--- config.mk ---
export PLATFORM = sky130hd
export DESIGN_NAME = muldiv_ctrl
export DESIGN_NICKNAME = d
export VERILOG_FILES = /design/src/rtl/muldiv_ctrl.sv
export SDC_FILE = /design/constraint.sdc
export NUM_CORES = 1
export LEC_CHECK = 0
export CORE_MARGIN = 4
export CORE_UTILIZATION = 62
export DETAILED_ROUTE_END_ITERATION = 12
export DONT_BUFFER_PORTS = 1
export PLACE_DENSITY = 0.76
export SLEW_MARGIN = 20
export SYNTH_ARGS = -nofsm -noshare
export SYNTH_HDL_FRONTEND = slang
export SYNTH_SLANG_ARGS = --single-unit
--- constraint.sdc ---
create_clock -name clk -period 4.3 [get_ports clk]
set_clock_uncertainty 0.1 [all_clocks]
set_input_delay 1.29 -clock clk [delete_from_list [all_inputs] [get_ports clk]]
set_output_delay 1.29 -clock clk [all_outputs]
set_load 0.05 [all_outputs]
--- src/rtl/muldiv_ctrl.sv ---
// Multi-cycle multiply/divide sequencer owning the architectural HI/LO registers.
// Runs a 1-bit-per-cycle shift-add multiplier or restoring divider and stalls the pipe while busy.
module muldiv_ctrl #(
  parameter int unsigned      WIDTH    = 32,
  parameter logic [WIDTH-1:0] HILO_RST = '0
) (
  input  logic             clk,
  input  logic             resetn,
  input  logic             op_valid,
  input  logic [2:0]       op,
  input  logic [WIDTH-1:0] src1,
  input  logic [WIDTH-1:0] src2,
  input  logic             flush,
  input  logic             mf_req,
  output logic             stall,
  output logic             busy,
  output logic             done,
  output logic [WIDTH-1:0] hi,
  output logic [WIDTH-1:0] lo
);

  localparam int unsigned CW = $clog2(WIDTH + 1);

  typedef enum logic [1:0] {StIdle, StRun, StFix} state_e;

  state_e               state_q;
  logic [CW-1:0]        cnt_q;
  logic [2*WIDTH-1:0]   acc_q;
  logic [WIDTH-1:0]     opb_q;
  logic                 is_div_q;
  logic                 neg_res_q;
  logic                 neg_rem_q;
  logic                 dz_q;
  logic                 done_q;
  logic [WIDTH-1:0]     hi_q;
  logic [WIDTH-1:0]     lo_q;

  logic                 src_signed;
  logic                 src1_neg;
  logic                 src2_neg;
  logic [WIDTH-1:0]     a_mag;
  logic [WIDTH-1:0]     b_mag;
  logic [WIDTH:0]       mul_sum;
  logic [2*WIDTH-1:0]   mul_next;
  logic [WIDTH+1:0]     div_diff;
  logic [2*WIDTH-1:0]   div_next;
  logic [2*WIDTH-1:0]   prod_fix;
  logic [WIDTH-1:0]     quo_fix;
  logic [WIDTH-1:0]     rem_fix;
  logic [WIDTH-1:0]     res_hi;
  logic [WIDTH-1:0]     res_lo;

  always_comb begin
    src_signed = (op == 3'd1) || (op == 3'd3);
    src1_neg   = src_signed & src1[WIDTH-1];
    src2_neg   = src_signed & src2[WIDTH-1];
    // The most negative value negates to itself and is then read as unsigned.
    a_mag      = src1_neg ? -src1 : src1;
    b_mag      = src2_neg ? -src2 : src2;

    // acc = {partial product, remaining multiplier bits}
    mul_sum    = {1'b0, acc_q[2*WIDTH-1:WIDTH]} + (acc_q[0] ? {1'b0, opb_q} : '0);
    mul_next   = {mul_sum, acc_q[WIDTH-1:1]};

    // acc = {remainder, dividend bits / quotient bits}; MSB of diff is the borrow.
    div_diff   = {1'b0, acc_q[2*WIDTH-1:WIDTH-1]} - {2'b00, opb_q};
    div_next   = div_diff[WIDTH+1] ? {acc_q[2*WIDTH-2:0], 1'b0}
                                   : {div_diff[WIDTH-1:0], acc_q[WIDTH-2:0], 1'b1};

    prod_fix   = neg_res_q ? -acc_q : acc_q;
    quo_fix    = neg_res_q ? -acc_q[WIDTH-1:0] : acc_q[WIDTH-1:0];
    rem_fix    = neg_rem_q ? -acc_q[2*WIDTH-1:WIDTH] : acc_q[2*WIDTH-1:WIDTH];
    res_hi     = is_div_q ? rem_fix : prod_fix[2*WIDTH-1:WIDTH];
    res_lo     = is_div_q ? quo_fix : prod_fix[WIDTH-1:0];
  end

  always_ff @(posedge clk or negedge resetn) begin
    if (!resetn) begin
      state_q   <= StIdle;
      cnt_q     <= '0;
      acc_q     <= '0;
      opb_q     <= '0;
      is_div_q  <= 1'b0;
      neg_res_q <= 1'b0;
      neg_rem_q <= 1'b0;
      dz_q      <= 1'b0;
      done_q    <= 1'b0;
      hi_q      <= HILO_RST;
      lo_q      <= HILO_RST;
    end else begin
      done_q <= 1'b0;
      unique case (state_q)
        StIdle: begin
          if (op_valid && !flush) begin
            case (op)
              3'd0, 3'd1, 3'd2, 3'd3: begin
                is_div_q  <= op[1];
                neg_res_q <= src1_neg ^ src2_neg;
                neg_rem_q <= src1_neg;
                dz_q      <= op[1] & (b_mag == '0);
                cnt_q     <= CW'(WIDTH);
                state_q   <= StRun;
                if (op[1]) begin
                  opb_q <= b_mag;
                  // Divide by zero preloads the final magnitudes and then holds them.
                  acc_q <= (b_mag == '0) ? {a_mag, {WIDTH{1'b1}}} : {{WIDTH{1'b0}}, a_mag};
                end else begin
                  opb_q <= a_mag;
                  acc_q <= {{WIDTH{1'b0}}, b_mag};
                end
              end
              3'd4:    hi_q <= src1;
              3'd5:    lo_q <= src1;
              default: ;
            endcase
          end
        end
        StRun: begin
          if (flush) begin
            state_q <= StIdle;
            cnt_q   <= '0;
          end else begin
            if (!dz_q) begin
              acc_q <= is_div_q ? div_next : mul_next;
            end
            cnt_q <= cnt_q - CW'(1);
            if (cnt_q == CW'(1)) begin
              state_q <= StFix;
            end
          end
        end
        StFix: begin
          state_q <= StIdle;
          if (!flush) begin
            hi_q   <= res_hi;
            lo_q   <= res_lo;
            done_q <= 1'b1;
          end
        end
        default: state_q <= StIdle;
      endcase
    end
  end

  assign busy  = (state_q != StIdle);
  assign stall = busy & (op_valid | mf_req);
  assign done  = done_q;
  assign hi    = hi_q;
  assign lo    = lo_q;

endmodule

[Word level (Yosys, flattened, before mapping)]
Cells that the tools add are included.
Operators by class
  equal/unequal tests: 16
  shifts and indexed selects: 0
  reductions and logical operators: 16
  $lt $le $gt $ge: 0
  $mul: 0
  bitwise operators: 6
  div/mod/pow operators: 0
  add/sub/neg operators: 8
  mux-type cells: 37
Operators by type and width (number)
  $mux 64: 9
  $mux 32: 14
  $neg 32->32: 4
  $pmux 32 s2: 2
  $pmux 64 s2: 1
  $neg 64->64: 1
  $sub 33x32->34: 1
  $add 32x32->33: 1
  $logic_not 32->1: 1
  $mux 6: 3
  $pmux 6 s2: 1
  $reduce_and 3->1: 3
  $mux 2: 4
  $ne 2x2->1 const B: 4
  $reduce_and 4->1: 2
  $eq 3x2->1 const B: 2
  $eq 3x3->1 const B: 2
  $eq 6x1->1 const B: 1
  $ne 2x1->1 const B: 3
  $reduce_bool 2->1: 3
  $sub 6x1->6 const B: 1
  $reduce_and 5->1: 1
  $and 1x1->1: 4
  $pmux 2 s2: 1
  13 further kinds: 14
Word-level totals
  memories kept: 0
  bits in registers: 173
  output and inout bits: 67
  word-level logic and storage cells: 94
  bits in writable memories: 0
  input port bits: 72
  bits in read-only memories: 0
  latch bits: 0

[Longest topological paths before layout]
  depth in word-level cells: 10
  mapped depth: 14
  mapped depth without buffers: 12

[Worst setup path after synthesis]
No wires, ideal clock.
  kind: input to register
  start point: input port src2[6]
  end point: register acc_q[49]
  data arrival time: 4.424 ns
  cell stages on the path: 11
  library setup time: 0.069 ns
  path buffers: 2
  slack: -0.293 ns
  path through: buf_2 -> or4_4 -> buf_6 -> o41ai_4 -> xnor2_1 -> a2111o_1 -> or4_4 -> nor4_4 -> nand2_4 -> or4_1 -> nand3b_1
Between the ends
  word-level cells in the longest chain between the ends: 8
RTL lines
  start: declaration: line 12  | input logic [WIDTH-1:0] src2,
  $neg 32->32: line 59  | b_mag = src2_neg ? -src2 : src2;
  $mux 32 *: line 59
  $logic_not 32->1 *: line 106  | acc_q <= (b_mag == '0) ? {a_mag, {WIDTH{1'b1}}} : {{WIDTH{1'b0}}, a_mag};
  $mux 64 *: line 106
  $mux 64 *: line 103  | if (op[1]) begin
  $mux 64 *: line 95  | case (op)
  $mux 64 *: line 94  | if (op_valid && !flush) begin
  $pmux 64 s2 *: line 92  | unique case (state_q)
  end signal: assignment: line 106
  end signal: assignment: line 109  | acc_q <= {{WIDTH{1'b0}}, b_mag};
  end signal: assignment: line 124  | acc_q <= is_div_q ? div_next : mul_next;
  end: declaration: line 28  | logic [2*WIDTH-1:0] acc_q;
Every way passes the cells marked *; elsewhere a longest branch is shown, timed or not. The select of a mux whose other input is x is not followed.
A chain may end at the register's enable or synchronous reset.

[Final worst setup path]
  start point: input port src2[1]
  end point: register acc_q[41]
Same word-level chain as after synthesis.

==> run_results.csv <==
group,metric,value,unit
status,status,"finished, final reports clean",
die,core_region_area,0.0255,sq mm
synthesis,synth_cells,2150,
setup_path,r2r_slack,210,ps
sta,worstMarginPinSlew,1090,ps
detailed_routing,drt_iter0_markers,3313,
setup_path,critPathRequiredTime,4580,ps
cells_and_area,diodes,0,
global_route,grt-ovfl-total,0,
cts,cts_tree,"yes",
sta,whs,397,ps
detailed_routing,highest_layer,"met4",
detailed_routing,drc,0,
setup_path,cpPeakStageDelay,560,ps
synthesis,synth_area_leader_cell,"dfrtp_1",
setup_path,crit_slowest_cell,"or4b_1",
sta,hold_violations,0,
synthesis,netlist.area_leader.share,0.267,
synthesis,synth_area_leaders,"dfrtp_1 (27%), o21ai_0 (6.2%), nand2_1 (6.0%)",
synthesis,synth_flop_cell,"dfrtp_1",
die,rows,58,
global_route,grt_antenna_before_repair,1,
die,fp.dieH,170,microns
global_route,grt_max_degree,174,
sta,rsz0062_at_grt,"no",
synthesis,ys_seq_elements,173,
cts,postCtsHoldBufs,0,
cts,clk_latency,460,ps
die,start_util,0.637,
cells_and_area,fillerInstances,2104,
cts,cts_max_level,4,
sta,setup_viol,0,
power_and_ir_drop,p_sw_frac,0.534,
setup_path,cp-end-kind,"flop",
cells_and_area,area_delta_synth_final,10.4,%
worst_hold_path,hold_class,"flop to flop",
setup_path,critPathMaxFanout,21,
detailed_routing,vias_per_cell,7.20,
cts,cts_root_buf,"clkbuf_16",
cts,cts_buffers,17,
global_route,track_usage,0.444,
die,ios,139,
synthesis,seq_area_frac_synth,0.267,
job,maxCapViolCount,0,
setup_path,worstPathCellList,"inv_4, ha_4, or4b_1, o31ai_4, xnor2_1, a2111o_1, or4_4, nor4_4, nand2_4, buf_4, nor3_1, o22a_1",
global_route,grt_pass1_vias,16500,
power_and_ir_drop,power,12.0,mW
power_and_ir_drop,power_frac_clock,0.141,
power_and_ir_drop,ir_worst_vdd,0.000441,V
setup_path,crit_arrival,4450,ps
cts,cts_resized,0,
detailed_routing,wl_met2,26600,microns
detailed_routing,wl_met3,10200,microns
global_route,grt_pass1_wl,99100,microns
die,die_area,0.0288,sq mm
detailed_routing,via_count,18000,
setup_path,worstSetupPathType,"input pin to flop",
die,die_w,170,microns
detailed_routing,wl_met1,25100,microns
sta,period_minus_slack,4160,ps
power_and_ir_drop,p_int,5.58,mW
place,port_buffers,0,
cells_and_area,nNetsFinal,2308,
synthesis,synth_edf_count,0,
power_and_ir_drop,seqPwrFrac,0.288,
sta,fmax,0.240,GHz
detailed_routing,drt_wl_total,65700,microns
place,dp_hpwl,50100,microns
sta,slew_headroom,0.272,
synthesis,yosys_warnings,0,
detailed_routing,first_pass_iters,7,
place,gp_congestion,1.08,
cells_and_area,drive_gt1_frac,0.101,
cts,ctsLongestPathBuffers,2,
power_and_ir_drop,pwr-share-comb,0.571,
sta,period_share,0.968,
cts,clkTransAtPathRegs,70,ps
synthesis,synth_area_per_cell,7.54,sq um
cts,postCtsSetupBuffers,0,
sta,maxSlewViolCount,0,
power_and_ir_drop,pwr_density_cell,668,mW/mm^2
detailed_routing,ant_nets,0,
synthesis,synthArstFlopShare,1.00,
synthesis,syn_nets,2294,
power_and_ir_drop,power_leakage,7.85,nW
setup_path,critPathLaunchType,"input pin",
synthesis,ys_types,75,
detailed_routing,wl_per_cell,26.2,microns
cts,cts.sinks,173,
power_and_ir_drop,p_switching,6.39,mW
synthesis,synth_area,0.0162,sq mm
## sequential cells by signal (all words and copies together) (netlist names), 2 cells and up
register / flops
opb_q: 32
lo: 32
acc_q: 64
cnt_q: 6
hi: 32
state_q: 2
## layout by cell type (no fill, tap or decap), drive strengths merged, types with 54 or more instances in the layout
cell type / instances
nor2: 207
o21ai: 204
a21oi: 161
dfrtp: 173
xor2: 71
nor3: 87
nand2: 260
buf: 139
inv: 72
xnor2: 100
a31oi: 54
ha: 70
## critical path, delay by kind of cell
family	cells	cell delay, ps
XOR/XNOR	1	120
AO/OA/AOI/OAI	3	830
adder cells (fa/ha/maj)	1	120
buffers and inverters	2	280
AND/OR/NAND/NOR	5	1810
## power groups by stage
stage,logic (mW),clock network [mW],registers (mW)
after global placement,6.42,0,3.42
after detailed placement,6.51,0,3.43
after floorplan,4.61,0,3.19
final,6.83,1.69,3.44
after CTS,6.57,1.67,3.40
after global routing,7.32,1.74,3.48
## worst paths after layout
| kind | start | end | depth (start not counted) |
|---|---|---|---|
| worst max register to register | opb_q[0] | acc_q[53] | 13 |
| worst max-delay path | src2[1] | acc_q[41] | 12 |
| worst min-delay path | opb_q[5] | opb_q[5] | 2 |
| worst min register to register | opb_q[5] | opb_q[5] | 2 |
| min in group asynchronous | resetn | opb_q[30] | 0 |
| max in group asynchronous | resetn | acc_q[15] | 0 |
## through the flow
step	util	setup TNS (ps)	instances	setup slack, ps	cell area, sq um
floorplan	-	-1160	2150	-123	16300
global placement	0.679	-5950	2475	-212	17300
detailed placement	0.679	-10210	2475	-303	17300
CTS	0.703	0	2507	153	17900
global route	0.703	0	2507	36.3	17900
finish	0.703	0	2507	136	17900
## area by class of cell
cell class	count	area, sq um	share of cell area
well taps	330	413	0.0231
multi-input cells	1770	11200	0.626
clock buffers	17	425	0.0238
repair buffers	139	1090	0.0611
clock inverters	15	196	0.0110
inverters	63	239	0.0133
flip-flops and latches	173	4330	0.242
## layer usage
layer	GRT usage	vias up
met5	0	-
met4	0.202	0
met3	0.131	257
met2	0.632	1524
met1	0.622	8407
li1	-	7859
## kinds of logic after synthesis
family | Yosys count | synth area share
and+or+nand+nor | 776 | 0.225
AOI/OAI and AO/OA | 692 | 0.272
buffers and inverters | 207 | 0.0498
DFF | 173 | 0.267
xor gates and xnor gates | 171 | 0.0924
adders and majority gates | 72 | 0.0565
muxes | 59 | 0.0370
## cell usage after synthesis (12+ instances only)
master    instances
and2_1           14
a211o_1          33
a211oi_1         17
nor2_1          207
a21o_1           33
mux2i_1          52
o41ai_1          14
dfrtp_1         173
nand2_1         259
o21ai_0         202
xor2_1           71
o21a_1           14
nand4_1          19
nor4_1           26
a21oi_1         161
ha_1             70
or3_1            19
or4_1            23
nand3_1          37
xnor2_1         100
o211ai_1         23
o31ai_1          51
inv_1            63
and3_1           12
nand2b_1         24
a31oi_1          54
nor3_1           87
clkbuf_1        124
Note: power is estimated with default switching activity, not from simulation.
